**src/rtl/text_buffer_writer.sv**
```systemverilog
// Writable character buffer for the text renderer. Characters arrive over a
// valid/ready handshake and are placed at a wrapping cursor. The renderer reads
// cells via char_xy -> char_code. A clear sweep blanks the RAM one cell per cycle.
module text_buffer_writer #(
    parameter int unsigned TEXT_SIZE_X = 16,
    parameter int unsigned TEXT_SIZE_Y = 4,
    parameter logic [6:0]  BLANK_CHAR  = 7'h20
) (
    input  logic       clk,
    input  logic       rst,
    input  logic       wr_valid,
    output logic       wr_ready,
    input  logic [6:0] wr_char,
    input  logic       clear_req,
    output logic       busy,
    output logic [7:0] cursor_xy,
    input  logic [7:0] char_xy,
    output logic [6:0] char_code
);

    localparam int unsigned CELLS = TEXT_SIZE_X * TEXT_SIZE_Y;
    localparam int unsigned IDX_W = (CELLS > 1) ? $clog2(CELLS) : 1;
    localparam int unsigned DEPTH = 2 ** IDX_W;

    localparam logic [6:0]       CHAR_LF   = 7'h0A;
    localparam logic [6:0]       CHAR_CR   = 7'h0D;
    localparam logic [3:0]       LAST_X    = 4'(TEXT_SIZE_X - 1);
    localparam logic [3:0]       LAST_Y    = 4'(TEXT_SIZE_Y - 1);
    localparam logic [IDX_W-1:0] LAST_CELL = IDX_W'(CELLS - 1);

    typedef enum logic [0:0] {StIdle, StClear} state_e;

    state_e           state_q;
    logic [IDX_W-1:0] sweep_q;
    logic [3:0]       cursor_x_q;
    logic [3:0]       cursor_y_q;

    // Cell RAM, linear index y*TEXT_SIZE_X + x
    logic [6:0] mem [DEPTH];

    logic             transfer;
    logic             is_lf;
    logic             is_cr;
    logic [3:0]       next_y;
    logic [IDX_W-1:0] cursor_idx;
    logic [IDX_W-1:0] rd_idx;
    logic             rd_in_range;
    logic             mem_we;
    logic [IDX_W-1:0] mem_waddr;
    logic [6:0]       mem_wdata;

    // Handshake, cursor arithmetic and RAM write/read port decode
    always_comb begin
        // Ready only in a clean idle cycle; a pending clear wins over a write
        wr_ready    = rst && (state_q == StIdle) && !clear_req;
        transfer    = wr_valid && wr_ready;
        is_lf       = (wr_char == CHAR_LF);
        is_cr       = (wr_char == CHAR_CR);
        next_y      = (cursor_y_q == LAST_Y) ? 4'd0 : cursor_y_q + 4'd1;
        cursor_idx  = IDX_W'(int'(cursor_y_q) * TEXT_SIZE_X + int'(cursor_x_q));
        rd_idx      = IDX_W'(int'(char_xy[3:0]) * TEXT_SIZE_X + int'(char_xy[7:4]));
        rd_in_range = (32'(char_xy[7:4]) < TEXT_SIZE_X) && (32'(char_xy[3:0]) < TEXT_SIZE_Y);
        char_code   = rd_in_range ? mem[rd_idx] : 7'h00;

        mem_we    = 1'b0;
        mem_waddr = cursor_idx;
        mem_wdata = wr_char;
        if (rst) begin
            if (state_q == StClear) begin
                mem_we    = 1'b1;
                mem_waddr = sweep_q;
                mem_wdata = BLANK_CHAR;
            end else if (transfer && !is_lf && !is_cr) begin
                mem_we = 1'b1;
            end
        end
    end

    // RAM write port; contents are never reset, the clear sweep blanks them
    always_ff @(posedge clk) begin
        if (mem_we) begin
            mem[mem_waddr] <= mem_wdata;
        end
    end

    // Control FSM: clear sweep and cursor movement
    always_ff @(posedge clk) begin
        if (!rst) begin
            state_q    <= StClear;
            sweep_q    <= '0;
            cursor_x_q <= 4'd0;
            cursor_y_q <= 4'd0;
        end else begin
            case (state_q)
                StClear: begin
                    if (sweep_q == LAST_CELL) begin
                        state_q <= StIdle;
                        sweep_q <= '0;
                    end else begin
                        sweep_q <= sweep_q + IDX_W'(1);
                    end
                end
                StIdle: begin
                    if (clear_req) begin
                        state_q    <= StClear;
                        sweep_q    <= '0;
                        cursor_x_q <= 4'd0;
                        cursor_y_q <= 4'd0;
                    end else if (transfer) begin
                        if (is_lf) begin
                            cursor_x_q <= 4'd0;
                            cursor_y_q <= next_y;
                        end else if (!is_cr) begin
                            if (cursor_x_q == LAST_X) begin
                                cursor_x_q <= 4'd0;
                                cursor_y_q <= next_y;
                            end else begin
                                cursor_x_q <= cursor_x_q + 4'd1;
                            end
                        end
                    end
                end
                default: state_q <= StIdle;
            endcase
        end
    end

    // Status outputs straight from registered state
    always_comb begin
        busy      = (state_q == StClear);
        cursor_xy = {cursor_x_q, cursor_y_q};
    end

endmodule

```
**config.mk**
```make
export PLATFORM = sky130hd
export DESIGN_NAME = text_buffer_writer
export DESIGN_NICKNAME = d
export VERILOG_FILES = /design/src/rtl/text_buffer_writer.sv
export SDC_FILE = /design/constraint.sdc
export NUM_CORES = 1
export LEC_CHECK = 0
export ABC_AREA = 1
export BUFFER_PORTS_ARGS = -buffer_cell sky130_fd_sc_hd__buf_4
export CAP_MARGIN = 20
export CELL_PAD_IN_SITES_DETAIL_PLACEMENT = 2
export CELL_PAD_IN_SITES_GLOBAL_PLACEMENT = 2
export CORE_MARGIN = 2
export CORE_UTILIZATION = 35
export CTS_BUF_LIST = sky130_fd_sc_hd__clkbuf_4
export CTS_CLUSTER_DIAMETER = 80
export DETAILED_ROUTE_END_ITERATION = 6
export PLACE_DENSITY = 0.7
export REMOVE_ABC_BUFFERS = 1
export SYNTH_ARGS = -nofsm -noshare
export SYNTH_HDL_FRONTEND = slang
export SYNTH_SLANG_ARGS = --single-unit
export TNS_END_PERCENT = 100
```
**constraint.sdc**
```tcl
create_clock -name clk -period 7.1 [get_ports clk]
set_input_delay 1.065 -clock clk [delete_from_list [all_inputs] [get_ports clk]]
set_output_delay 1.065 -clock clk [all_outputs]
set_load 0.05 [all_outputs]
```
==> results of run 1 <==
[critical path: stages]
cell and delay [ns]:
buf_6 0.29, inv_6 0.71, buf_4 0.65, nand2_1 0.14
nand3_1 0.12, nand3_1 0.09, nand2_1 0.09, nand2_1 0.05
nand3_1 0.16, nand3_1 0.14, a21oi_1 0.40, buf_4 0.28
[metal layers]
metal,share of wire (%),wire length (µm)
met5,0,0
met4,1.9,1230
met3,3.6,2290
met2,51,32300
met1,44,27800
[power groups by stage]
stage / Combinational, mW / Clock, mW / Sequential (mW)
global route: 0.439 / 2.87 / 3.01
global placement: 0.388 / 0 / 3.07
CTS: 0.405 / 2.71 / 3.01
detailed placement: 0.403 / 0 / 3.07
floorplan: 0.201 / 0 / 3.07
finish: 0.400 / 2.64 / 3.01
[cells in the mapped netlist, types with 2 or more instances]
| cell | count |
|---|---|
| nand3_1 | 386 |
| nand4_1 | 4 |
| o21ai_4 | 2 |
| xor2_1 | 3 |
| ha_1 | 3 |
| edfxtp_1 | 448 |
| nor2_2 | 5 |
| o21ai_0 | 5 |
| a21oi_1 | 15 |
| o21ai_2 | 4 |
| clkbuf_1 | 23 |
| a211oi_1 | 2 |
| nand2_2 | 6 |
| buf_6 | 2 |
| inv_2 | 14 |
| nor4_1 | 2 |
| nor2_1 | 45 |
| nor2_4 | 5 |
| inv_1 | 86 |
| buf_4 | 21 |
| buf_1 | 12 |
| buf_2 | 39 |
| nand2_1 | 639 |
| dfxtp_1 | 15 |
| nor3_1 | 6 |
[per-stage QoR]
| step | hold slack, ns | setup WS, ns | util [%] | power (mW) | cells |
|---|---|---|---|---|---|
| after global placement | 0.505 | 1.78 | 37.1 | 3.46 | 2502 |
| after detailed placement | 0.544 | 1.68 | 37.1 | 3.48 | 2503 |
| after floorplan | 0.517 | 2.28 | - | 3.27 | 1704 |
| final | 0.413 | 1.71 | 40.4 | 6.05 | 2734 |
| after CTS | 0.303 | 1.68 | 40.3 | 6.13 | 2731 |
| after global routing | 0.328 | 1.48 | 40.4 | 6.32 | 2734 |
[final cells by class]
cell class	instances	area [µm²]
fillers	5923	33000
flip-flops and latches	463	13800
multi-input cells	1139	5050
clock buffers	206	1550
well taps	748	936
repair buffers	52	429
inverters	102	392
clock inverters	22	208
diodes	2	5.00
[how the worst max path moves through the flow]
stage / endpoint / cells past startpoint / start
floorplan: char_code[2] / 9 / char_xy[4]
global placement: char_code[5] / 12 / char_xy[4]
detailed placement: char_code[5] / 12 / char_xy[4]
CTS: char_code[5] / 12 / char_xy[4]
global route: char_code[5] / 12 / char_xy[4]
finish: char_code[5] / 12 / char_xy[4]
[cells by family after synthesis]
family          synth area share [%]
compound gates                  1.07
xor+xnor                       0.134
fa+ha+maj                      0.191
buf+inv                         4.55
flops                           70.0
simple gates                    24.1
[registers in the layout, indices dropped and copies added, names as in the netlist]
name,count
mem,448
sweep_q,6
cursor_x_q,4
cursor_y_q,4
busy,1
==> results.cfg, run 1 <==
[clock_tree]
cts_made_buffers = 133
clkTransAtPathRegs_ns = 0.07
ctsHoldBuffers = 0
cts-htree-levels = 4
cts_root_buf = clkbuf_4
cts_tree = yes
postCtsSetupBuffers = 0
cts_buffer_depth = 3
cts_sinks = 463
insertion_delay_ns = 0.96
cts_resized = 0

[placement]
portBuffers = 35
dpl.hpwl_um = 37200
globalplace.congestion = 0.771
place_area_um2 = 20500

[logic_synthesis]
synthArstFlopShare_pct = 0
syn_area_per_cell_um2 = 10.9
yosys_most_used_dff = edfxtp_1
yosysTopAreaCell = edfxtp_1
synth_edf_count = 448
synth.distinct_cells = 34
seq_area_frac_synth_pct = 70.0
synth_cells = 1801
netlist_area_um2 = 19600
ys_warn_count = 0
synth_top_area_share_pct = 68.5
ys_top_cells_by_area = edfxtp_1 68%, nand2_1 12%, nand3_1 9.8%
ys_seq_elements = 463

[critical_path]
r2r_end = mem[24][2]
reg2reg_slack_ns = 4.02
critPathArrivalTime_ns = 4.33
required_ns = 6.03
worst-path-max-fanout = 100
rr_worst_depth = 10
start_kind = input port
r2r-start = busy
endpoint_kind = primary output
worstSetupPathType = input port to primary output

[route]
drcViolationCount = 0
firstDrtPassIters = 7
wirelength_um = 63600
drt-vias-per-instance = 5.12
vias = 13990
wl_per_cell_um = 23.3
detail-route-antenna-nets = 0
drt-initial-drc-count = 867

[grt]
overflow = 0
grt_pass1_wl_um = 97600
grt_pass1_vias = 15817
grtUsageMet2_pct = 39.4
top_usage_layer = met2
grt_usage_pct = 22.9
grt_max_degree = 101
use_met1_pct = 28.5
gr-usage-met3_pct = 5.00
antenna_found_initial = 2

[sta]
finalSetupViolCount = 0
skew_ns = 0.0405
fmax_mhz = 186
finalMaxSlewViolations = 0
period_needed_ns = 5.39
finalHoldViolCount = 0
worst_pin_slew_ns = 0.952
rsz0062_at_grt = no
tns_ns = 0
relSlewSlack_pct = 36.3
fin_crit_sh_pct = 75.9

[finish]
mostFrequentLayoutCells = 638 x nand2_1, 448 x edfxtp_1, 386 x nand3_1
finish.instance_area_um2 = 22300
final_nets = 1913
final_common_cell = nand2_1
area_growth_pct = 13.6
layout-drive-gt1-share_pct = 16.2

[hold_path]
whs_path_depth = 2
worstHoldEndpoint = busy
hp-class = input port to flip-flop
hold_path_startpoint = rst

[job]
maxCapViolCount = 0

[floorplanning]
start_util_pct = 35.5
row_count = 86
ioPinCount = 36
die_h_um = 241
dieArea_um2 = 58000
core_um2 = 55300
die_w_um = 241

[power]
p_leak_nw = 8.66
clockPowerShare_pct = 43.6
combPwrFrac_pct = 6.6
ir_drop_v = 0.000132
power_switching_mw = 1.50
seq_power_share_pct = 49.8
netSwitchingFraction_pct = 24.7
p_per_area_nw_per_um2 = 271
intPower_mw = 4.56

[outcome]
status = completed
(Power assumes the default switching activity.)
==> inputs of run 2 (changes only) <==
- clock period: 7.1 -> 5.1 ns (I/O delays scaled with it)
==> results.cfg, run 2 (same netlist as run 1, synthesis figures left out) <==
[critical_path]
crit_top_cell = nand3_1
critPathMaxStageDelay_ns = 0.48
crit_chain = buf_6, inv_6, buf_12, nand2_1, nand3_1, nand3_1, nand2_1, nand2_1, nand3_1, nand3_1, a21oi_1, buf_4
critPathArrivalTime_ns = 3.29
r2r-start = busy
slowest_stage = inv_6
cpLargestDelayFamily = buffers and inverters
reg2reg_slack_ns = 1.91
r2r_end = mem[34][4]
rr_worst_depth = 9
crit_buf_inv = 4
worst-path-max-fanout = 59
endpoint_kind = primary output
worstSetupPathType = input port to primary output
start_kind = input port
required_ns = 4.34

[job]
maxCapViolCount = 0

[route]
wl_per_cell_um = 23.5
drt-initial-drc-count = 891
vias = 14013
firstDrtPassIters = 5
detail-route-antenna-nets = 0
drcViolationCount = 0
wirelength_um = 64300
drt-vias-per-instance = 5.12

[sta]
relSlewSlack_pct = 31.4
worst_pin_slew_ns = 1.03
finalSetupViolCount = 0
finalHoldViolCount = 0
hold-worst-slack_ns = 0.198
finalMaxSlewViolations = 0
skew_ns = 0.0753
fin_crit_sh_pct = 79.4
tns_ns = 0
period_needed_ns = 4.05
fmax_mhz = 247
rsz0062_at_grt = no

[clock_tree]
insertion_delay_ns = 0.93
postCtsSetupBuffers = 0
cts_root_buf = clkbuf_4
cts_buffer_depth = 3
cts-htree-levels = 3
ctsHoldBuffers = 0
cts_resized = 0
clkTransAtPathRegs_ns = 0.06
cts_sinks = 463
cts_made_buffers = 121
cts_tree = yes

[grt]
grt_pass1_wl_um = 98300
use_met1_pct = 30.3
top_usage_layer = met2
antenna_found_initial = 3
overflow = 0
gr-usage-met3_pct = 3.65
grt_usage_pct = 23.0
grt_pass1_vias = 15692
grt_max_degree = 113
grtUsageMet2_pct = 39.0

[power]
p_leak_nw = 8.62
p_per_area_nw_per_um2 = 361
netSwitchingFraction_pct = 25.3
ir_drop_v = 0.000184
combPwrFrac_pct = 7.1
seq_power_share_pct = 52.1
power_switching_mw = 2.04
intPower_mw = 6.01
power_mw = 8.05
clockPowerShare_pct = 40.8

[floorplanning]
ioPinCount = 36
core_um2 = 55300
row_count = 86
die_h_um = 241
dieArea_um2 = 58000
die_w_um = 241
start_util_pct = 35.5

[finish]
largest_reg_flops = 448
mostFrequentLayoutCells = 638 x nand2_1, 448 x edfxtp_1, 386 x nand3_1
largest_register = mem
top_regs = mem (448), sweep_q (6)
area_growth_pct = 13.4
layout-drive-gt1-share_pct = 15.4
final_nets = 1912
final_core_util_pct = 40.3
final_common_cell = nand2_1
fill_cells = 5892

[outcome]
status = completed

[placement]
portBuffers = 35
globalplace.congestion = 0.793
dpl.hpwl_um = 39000

[hold_path]
whs_path_depth = 2
hold_path_startpoint = rst
worstHoldEndpoint = busy
hp-class = input port to flip-flop
run 2: worst register-to-register path, stage by stage, from the launching register on:
cell     delay (ns)
dfxtp_1        0.51
nand2_2        0.32
inv_2          0.37
or2_1          0.18
o21ai_2        0.11
nor2_1         0.19
inv_1          0.13
nor2_4         0.19
inv_1          0.10
nor2_1         0.73
run 2: layer usage:
metal,wire (µm),part of all wire (%),vias up
li1,-,-,6432
met1,28500,44,7163
met2,31800,49,294
met3,2460,3.8,124
met4,1590,2.5,0
met5,0,0,-
run 2: layout make-up:
cell class	count	area (µm²)	share of cell area, %
Tap cell	748	936	4.20
Clock buffer	185	1390	6.23
Clock inverter	30	150	0.674
Antenna cell	6	15.0	0.0674
Timing Repair Buffer	63	597	2.68
Sequential cell	463	13800	61.7
Multi-Input combinational cell	1139	5050	22.7
Inverter	102	392	1.76
run 2: worst max path at each step:
| stage | start | endpoint | slack (ns) | depth (start not counted) |
|---|---|---|---|---|
| 6_report | char_xy[4] | char_code[0] | 1.05 | 12 |
| 3_5_place_dp | char_xy[4] | char_code[0] | 1.06 | 12 |
| 2_1_floorplan | char_xy[4] | char_code[2] | 0.88 | 9 |
| 4_1_cts | char_xy[4] | char_code[0] | 1.05 | 12 |
| 5_1_grt | char_xy[4] | char_code[4] | 0.89 | 12 |
| 3_3_place_gp | char_xy[4] | char_code[0] | 1.07 | 12 |
run 2: through the flow:
| stage | instance area [µm²] | worst slack, ns | instances |
|---|---|---|---|
| floorplan | 19100 | 0.884 | 1704 |
| global placement | 20700 | 1.07 | 2514 |
| detailed placement | 20700 | 1.06 | 2515 |
| CTS | 22300 | 1.05 | 2730 |
| global route | 22300 | 0.892 | 2733 |
| finish | 22300 | 1.05 | 2736 |
run 2: power by group through the flow:
| stage | clock network, mW | logic [mW] | registers [mW] |
|---|---|---|---|
| 2_1_floorplan | 0 | 0.280 | 4.28 |
| 3_3_place_gp | 0 | 0.559 | 4.28 |
| 3_5_place_dp | 0 | 0.580 | 4.28 |
| 4_1_cts | 3.37 | 0.583 | 4.19 |
| 5_1_grt | 3.57 | 0.632 | 4.19 |
| 6_report | 3.28 | 0.574 | 4.19 |
